[config.mk]
export PLATFORM = sky130hd
export DESIGN_NAME = dcca_ce_ctrl
export DESIGN_NICKNAME = d
export VERILOG_FILES = /design/src/rtl/dcca_ctrl_pkg.sv /design/src/rtl/dcca_dwell_cnt.sv /design/src/rtl/dcca_ce_ctrl.sv
export SDC_FILE = /design/constraint.sdc
export NUM_CORES = 1
export LEC_CHECK = 0
export BUFFER_PORTS_ARGS = -buffer_cell sky130_fd_sc_hd__buf_2
export CAP_MARGIN = 40
export CORE_MARGIN = 5
export CORE_UTILIZATION = 54
export CTS_BUF_LIST = sky130_fd_sc_hd__clkbuf_8
export CTS_CLUSTER_DIAMETER = 120
export DETAILED_ROUTE_END_ITERATION = 6
export HOLD_SLACK_MARGIN = 0.1
export PLACE_DENSITY_LB_ADDON = 0.12
export SETUP_SLACK_MARGIN = 0.3
export SYNTH_ARGS = -nofsm -noshare
export SYNTH_HDL_FRONTEND = slang
export SYNTH_SLANG_ARGS = --single-unit
[constraint.sdc]
create_clock -name clk_i -period 1.7 [get_ports clk_i]
set_clock_uncertainty 0.1 [all_clocks]
set_input_delay 0.34 -clock clk_i [delete_from_list [all_inputs] [get_ports clk_i]]
set_output_delay 0.34 -clock clk_i [all_outputs]
set_load 0.05 [all_outputs]
[src/rtl/dcca_ctrl_pkg.sv]
// Shared types and default parameters for the DCCA clock-enable sequencer.
package dcca_ctrl_pkg;

  localparam int unsigned IDLE_CYCLES_DEF = 16;
  localparam int unsigned MIN_ON_DEF      = 4;
  localparam int unsigned MIN_OFF_DEF     = 4;
  localparam int unsigned CNT_W_DEF       = 8;

  typedef enum logic [1:0] {
    ST_ON       = 2'd0,
    ST_OFF_IDLE = 2'd1,
    ST_OFF_REQ  = 2'd2
  } dcca_state_e;

  function automatic int unsigned max_u(input int unsigned a, input int unsigned b);
    return (a > b) ? a : b;
  endfunction

endpackage

[src/rtl/dcca_dwell_cnt.sv]
// Saturating up-counter with synchronous clear, used for idle and dwell timing.
module dcca_dwell_cnt #(
  parameter int unsigned CNT_W = 8,
  parameter int unsigned MAX   = 4
) (
  input  logic             clk_i,
  input  logic             rst_i,
  input  logic             clr_i,
  output logic [CNT_W-1:0] cnt_o
);

  localparam logic [CNT_W-1:0] MAX_C = CNT_W'(MAX);

  logic [CNT_W-1:0] cnt_q;
  logic [CNT_W-1:0] cnt_d;

  // Clear wins; otherwise count up and hold at MAX.
  always_comb begin
    cnt_d = cnt_q;
    if (clr_i) begin
      cnt_d = '0;
    end else if (cnt_q < MAX_C) begin
      cnt_d = cnt_q + CNT_W'(1);
    end
  end

  // Counter register.
  always_ff @(posedge clk_i) begin
    if (rst_i) begin
      cnt_q <= '0;
    end else begin
      cnt_q <= cnt_d;
    end
  end

  assign cnt_o = cnt_q;

endmodule

[src/rtl/dcca_ce_ctrl.sv]
// Clock-enable sequencer for the DCCA gate in front of the DDR3 clock tree.
// CE, GATED and STOP_ACK are flops so CE reaches DCCA glitch-free.
module dcca_ce_ctrl
  import dcca_ctrl_pkg::*;
#(
  parameter int unsigned IDLE_CYCLES = IDLE_CYCLES_DEF,
  parameter int unsigned MIN_ON      = MIN_ON_DEF,
  parameter int unsigned MIN_OFF     = MIN_OFF_DEF,
  parameter int unsigned CNT_W       = CNT_W_DEF
) (
  input  logic clk_i,
  input  logic rst_i,
  input  logic stop_req_i,
  input  logic busy_i,
  input  logic wake_i,
  output logic stop_ack_o,
  output logic ce_o,
  output logic gated_o
);

  localparam int unsigned      DWELL_MAX = max_u(MIN_ON, MIN_OFF);
  localparam logic [CNT_W-1:0] IDLE_C    = CNT_W'(IDLE_CYCLES);
  // The dwell counter reads 0 in the first cycle of a state, so the current
  // cycle completes the dwell when the count reaches MIN-1.
  localparam logic [CNT_W-1:0] ON_M1     = CNT_W'(MIN_ON - 1);
  localparam logic [CNT_W-1:0] OFF_M1    = CNT_W'(MIN_OFF - 1);
  localparam bit               IDLE_EN   = (IDLE_CYCLES != 0);

  dcca_state_e      state_q, state_d;
  logic             wake_pend_q, wake_pend_d;
  logic             ce_q, ce_d;
  logic             gated_q, gated_d;
  logic             stop_ack_q, stop_ack_d;
  logic [CNT_W-1:0] idle_cnt;
  logic [CNT_W-1:0] dwell_cnt;
  logic             idle_clr;
  logic             dwell_clr;
  logic             on_ok;
  logic             off_ok;

  // Idle counter only runs in ON; any busy cycle restarts it.
  assign idle_clr = busy_i || (state_q != ST_ON);
  assign on_ok    = (dwell_cnt >= ON_M1);
  assign off_ok   = (dwell_cnt >= OFF_M1);

  dcca_dwell_cnt #(
    .CNT_W (CNT_W),
    .MAX   (IDLE_CYCLES)
  ) u_idle_cnt (
    .clk_i (clk_i),
    .rst_i (rst_i),
    .clr_i (idle_clr),
    .cnt_o (idle_cnt)
  );

  dcca_dwell_cnt #(
    .CNT_W (CNT_W),
    .MAX   (DWELL_MAX)
  ) u_dwell_cnt (
    .clk_i (clk_i),
    .rst_i (rst_i),
    .clr_i (dwell_clr),
    .cnt_o (dwell_cnt)
  );

  // State, wake latch and output registers.
  always_ff @(posedge clk_i) begin
    if (rst_i) begin
      state_q     <= ST_ON;
      wake_pend_q <= 1'b0;
      ce_q        <= 1'b1;
      gated_q     <= 1'b0;
      stop_ack_q  <= 1'b0;
    end else begin
      state_q     <= state_d;
      wake_pend_q <= wake_pend_d;
      ce_q        <= ce_d;
      gated_q     <= gated_d;
      stop_ack_q  <= stop_ack_d;
    end
  end

  // Next-state decision, wake latch and dwell restart.
  always_comb begin
    state_d     = state_q;
    wake_pend_d = wake_pend_q;
    dwell_clr   = 1'b0;
    case (state_q)
      ST_ON: begin
        if (!busy_i && on_ok) begin
          if (stop_req_i) begin
            state_d = ST_OFF_REQ;
          end else if (IDLE_EN && (idle_cnt == IDLE_C)) begin
            state_d = ST_OFF_IDLE;
          end
        end
      end
      ST_OFF_IDLE: begin
        if (busy_i || wake_i) begin
          wake_pend_d = 1'b1;
        end
        if (stop_req_i) begin
          state_d = ST_OFF_REQ;
        end else if ((wake_pend_q || busy_i || wake_i) && off_ok) begin
          state_d = ST_ON;
        end
      end
      ST_OFF_REQ: begin
        if (!stop_req_i && off_ok) begin
          state_d = ST_ON;
        end
      end
      default: begin
        state_d = ST_ON;
      end
    endcase
    // Idle-off to request-off keeps CE low, so its low dwell keeps running.
    if ((state_d != state_q) &&
        !((state_q == ST_OFF_IDLE) && (state_d == ST_OFF_REQ))) begin
      dwell_clr = 1'b1;
    end
    if ((state_d == ST_ON) && (state_q != ST_ON)) begin
      wake_pend_d = 1'b0;
    end
  end

  // Output values for the next state.
  always_comb begin
    ce_d       = 1'b0;
    gated_d    = 1'b1;
    stop_ack_d = 1'b0;
    if (state_d == ST_ON) begin
      ce_d    = 1'b1;
      gated_d = 1'b0;
    end
    if (state_d == ST_OFF_REQ) begin
      stop_ack_d = 1'b1;
    end
  end

  assign ce_o       = ce_q;
  assign gated_o    = gated_q;
  assign stop_ack_o = stop_ack_q;

endmodule

==> implementation parameters <==
Parameter                              Value

Cells and area
  N_diodes    0
  Final cell area excluding filler cells    roughly 1300 µm²
  Final core utilization    0.756
  Share of cells above drive strength 1    0.492
  Post-synthesis to final-layout area growth    32.9%
  Number of nets in the final layout    129

Clocking
  Clock transition at the registers of the reported paths    about 70 ps
  CTS Hold Buffers Added    0
  TritonCTS clock tree    built
  H-tree levels    1
  Later-pin clock latency in the skew report    between 200 and 300 ps
  Clk sinks    22
  Cell at the root of the clock tree    sky130_fd_sc_hd__clkbuf_8
  Maximum buffer depth of the clock tree    2
  CTS buffer count    3

Global routing
  Via count of the first global-routing pass    between 700 and 800
  Met2 routing resource usage after global routing    0.331
  Met1 Usage GRT    0.198
  Global-route usage over all layers    0.175
  Top Usage Layer GRT    met2
  Initial antenna violation count    0
  Met3 usage    0.0171
  Grt total ovfl    0
  Wire length of the first global-routing pass    around 3600 µm
  Maximum number of pins on one net before global-route repair    13

STA
  Setup violators final    0
  Maximum operating frequency    ~0.63 GHz
  Final hold violation count    0
  Final worst path period share    0.930
  Final min period    around 1600 ps
  Transition time of the tightest slew-check pin    364 ps
  Relative max-transition margin    0.756
  Final sum of negative setup slack    0 ps
  Max-slew violation total from the final report    0
  Unrepaired setup endpoints after global routing    true

Synthesis
  Synthesized netlist cell count    a little over 100
  Most common flop cell mapped by yosys    sky130_fd_sc_hd__dfxtp_1
  Syn. warnings    0
  Asr flop ratio synth    0
  Leading cell types by total area after synthesis    sky130_fd_sc_hd__dfxtp_1 45%, sky130_fd_sc_hd__nor3_1 5.6%, sky130_fd_sc_hd__ha_1 3.8%, sky130_fd_sc_hd__inv_1 3.4%, sky130_fd_sc_hd__nor2_1 3.1%
  Syn_area_per_cell    9.72 µm²
  Mapped cell area    about 1000 µm²
  Count of flip-flops with a built-in enable after synthesis    0
  Netlist cell types    36
  Post-synthesis register bit count    22
  Area share of the largest cell type after synthesis    0.448
  Total nets after synthesis    109
  Sequential cell area fraction in the yosys report    0.448
  Most area-hungry cell type in the Yosys netlist    sky130_fd_sc_hd__dfxtp_1

Placement
  Gpl congestion    0.803
  Post-placement cell area    approximately 1000 µm²
  HPWL after DPL    1360 µm
  Count of buffers inserted at the top-level ports    7

Worst setup path
  Worst EP arrival    between 1500 and 2000 ps
  Data required time at the worst endpoint    between 1500 and 2000 ps
  Endpoint type of the worst setup path    register
  Maximum net fanout on the critical path    4
  Register-to-register setup slack    between 100 and 150 ps
  Length in cells of the worst reg-to-reg path    5
  Critical path's largest stage delay    350 ps
  Critical R2R Capture    ce_o
  Worst setup path end    ce_o
  Launching element of the worst setup path    u_dwell_cnt.cnt_o[4]
  CP max stage cell    sky130_fd_sc_hd__o32a_4
  Worst reg2reg startpoint    u_dwell_cnt.cnt_o[4]
  Crit path kind    reg2reg
  CP cell instances    nor4_4 -> buf_4 -> a21oi_2 -> o32a_4 -> a31o_1
  Sort of element at the start of the critical path    register

Pwr
  Static leakage    between 0.4 and 0.5 nW
  Switching fraction of total power    0.246
  Worst-case vdd ir drop    approximately 0.61 mV
  Sequential fraction of design power    0.505
  Power density of the placed cells    roughly 840 nW/µm²
  Logic gate share of total power    0.167
  Internal power    just over 0.8 mW
  Switching pwr    between 0.2 and 0.3 mW
  Share of total power in the clock network    0.328

Floorplan
  Full die area    between 2000 and 3000 µm²
  Core Box Area    about 1700 µm²
  Width of the die    approximately 53 µm
  I/O pin cnt    8
  Initial cell density of the core    0.569
  DIE HEIGHT    52.7 µm
  # rows    15

Job
  Reported max-cap violation count    0

Hold path
  Worst hold path type    in2reg

Detailed routing
  Total routed wirelength    2240 µm
  Average detailed-routed wire length per instance    about 15 µm
  Avg Vias per Cell    ~5.5
  Number of antenna-violating nets in the routed design    0
  Router iterations before antenna repair    4
  Count of vias placed by the detailed router    between 800 and 900
  DRC violation total after the first TritonRoute iteration    10
  DRC    0

Outcome
  Result of the run    completed
-- area by class of cell --
class | instances | area, µm²
clock buffers | 4 | 55.1
fillers | 124 | 422
inverters | 9 | 36.3
multi-input cells | 67 | 601
flip-flops and latches | 22 | 457
well taps | 25 | 31.3
repair buffers | 18 | 125
-- logic make-up after synthesis --
group,count (synthesis),share of synthesized area
mux,1,0.0102
xor+xnor,4,0.0357
fa+ha+maj,3,0.0382
buf+inv,12,0.0650
compound gates,20,0.175
flops,22,0.448
simple gates,39,0.228
-- power by group through the flow --
stage	Sequential (mW)	Clock, mW	Combinational (mW)
floorplan	0.568	0	0.0869
global placement	0.556	0	0.122
detailed placement	0.558	0	0.128
CTS	0.552	0.370	0.163
global route	0.553	0.400	0.198
finish	0.551	0.359	0.183
-- worst min path at each step --
stage | from | to | slack (ps) | depth (start not counted)
final | rst_i | stop_ack_o | 280 | 2
after global routing | rst_i | stop_ack_o | 270 | 2
after CTS | rst_i | wake_pend_q | 250 | 2
after detailed placement | u_dwell_cnt.cnt_o[5] | u_dwell_cnt.cnt_o[5] | 370 | 2
after global placement | u_dwell_cnt.cnt_o[5] | u_dwell_cnt.cnt_o[5] | 370 | 2
after floorplan | u_dwell_cnt.cnt_o[6] | u_dwell_cnt.cnt_o[6] | 350 | 2
-- registers in the layout (all words and copies together), names as in the netlist --
| name | cells |
|---|---|
| ce_o | 1 |
| stop_ack_o | 1 |
| state_q | 2 |
| gated_o | 1 |
| wake_pend_q | 1 |
| u_idle_cnt.cnt_o | 8 |
| u_dwell_cnt.cnt_o | 8 |
-- cell usage in the layout, fill, tap and decap left out, types with 2 or more instances in the layout --
master and count:
sky130_fd_sc_hd__nand2_1 6, sky130_fd_sc_hd__dfxtp_1 13, sky130_fd_sc_hd__a21oi_1 3, sky130_fd_sc_hd__inv_1 7
sky130_fd_sc_hd__buf_4 9, sky130_fd_sc_hd__buf_2 7, sky130_fd_sc_hd__a21oi_2 2, sky130_fd_sc_hd__xor2_1 3
sky130_fd_sc_hd__nand3_2 2, sky130_fd_sc_hd__and2_1 3, sky130_fd_sc_hd__clkbuf_8 4, sky130_fd_sc_hd__dfxtp_4 2
sky130_fd_sc_hd__nor3_1 2, sky130_fd_sc_hd__ha_4 2, sky130_fd_sc_hd__nor2_1 7, sky130_fd_sc_hd__a31oi_1 4
sky130_fd_sc_hd__buf_6 2, sky130_fd_sc_hd__dfxtp_2 7, sky130_fd_sc_hd__nor3_2 9
-- Yosys cell counts (2+ instances only) --
| cell | count |
|---|---|
| sky130_fd_sc_hd__xor2_1 | 3 |
| sky130_fd_sc_hd__and2_1 | 3 |
| sky130_fd_sc_hd__ha_1 | 3 |
| sky130_fd_sc_hd__nor2_1 | 8 |
| sky130_fd_sc_hd__nand3_1 | 2 |
| sky130_fd_sc_hd__a31oi_1 | 4 |
| sky130_fd_sc_hd__dfxtp_1 | 22 |
| sky130_fd_sc_hd__buf_6 | 2 |
| sky130_fd_sc_hd__inv_1 | 9 |
| sky130_fd_sc_hd__a21oi_1 | 4 |
| sky130_fd_sc_hd__nand2_1 | 6 |
| sky130_fd_sc_hd__nor3_1 | 11 |
-- worst max-delay path, delay by kind of cell (launching register included) --
| kind | cells | cell delay (ps) |
|---|---|---|
| flip-flops | 1 | 340 |
| AND/OR/NAND/NOR | 1 | 280 |
| AO/OA/AOI/OAI | 3 | 580 |
| buffers and inverters | 1 | 170 |
-- what timing repair did --
action / CTS / global route
endpoints found under the setup margin: 14 / 17
pin swaps: 8 / 14
buffers inserted: 4 / 4
cloned: 0 / 0
hold endpoints to repair: 0 / 0
gates resized for setup: 13 / 23
-- metal layers --
metal | routed length, µm | part of all wire | up-vias
met2 | 1180 | 0.52 | 31
met1 | 908 | 0.40 | 370
met5 | 0 | 0 | -
met3 | 100 | 0.045 | 6
li1 | - | - | 397
met4 | 59 | 0.026 | 0
-- metrics by stage --
step | setup slack (ps) | total power [mW] | hold slack [ps] | std cells
floorplan | 182 | 0.655 | 348 | 101
global placement | 97.9 | 0.678 | 366 | 133
detailed placement | 66.2 | 0.686 | 365 | 133
CTS | 116 | 1.08 | 247 | 141
global route | 37.8 | 1.15 | 273 | 145
finish | 119 | 1.09 | 277 | 145
Note: power is estimated with default switching activity, not from simulation.
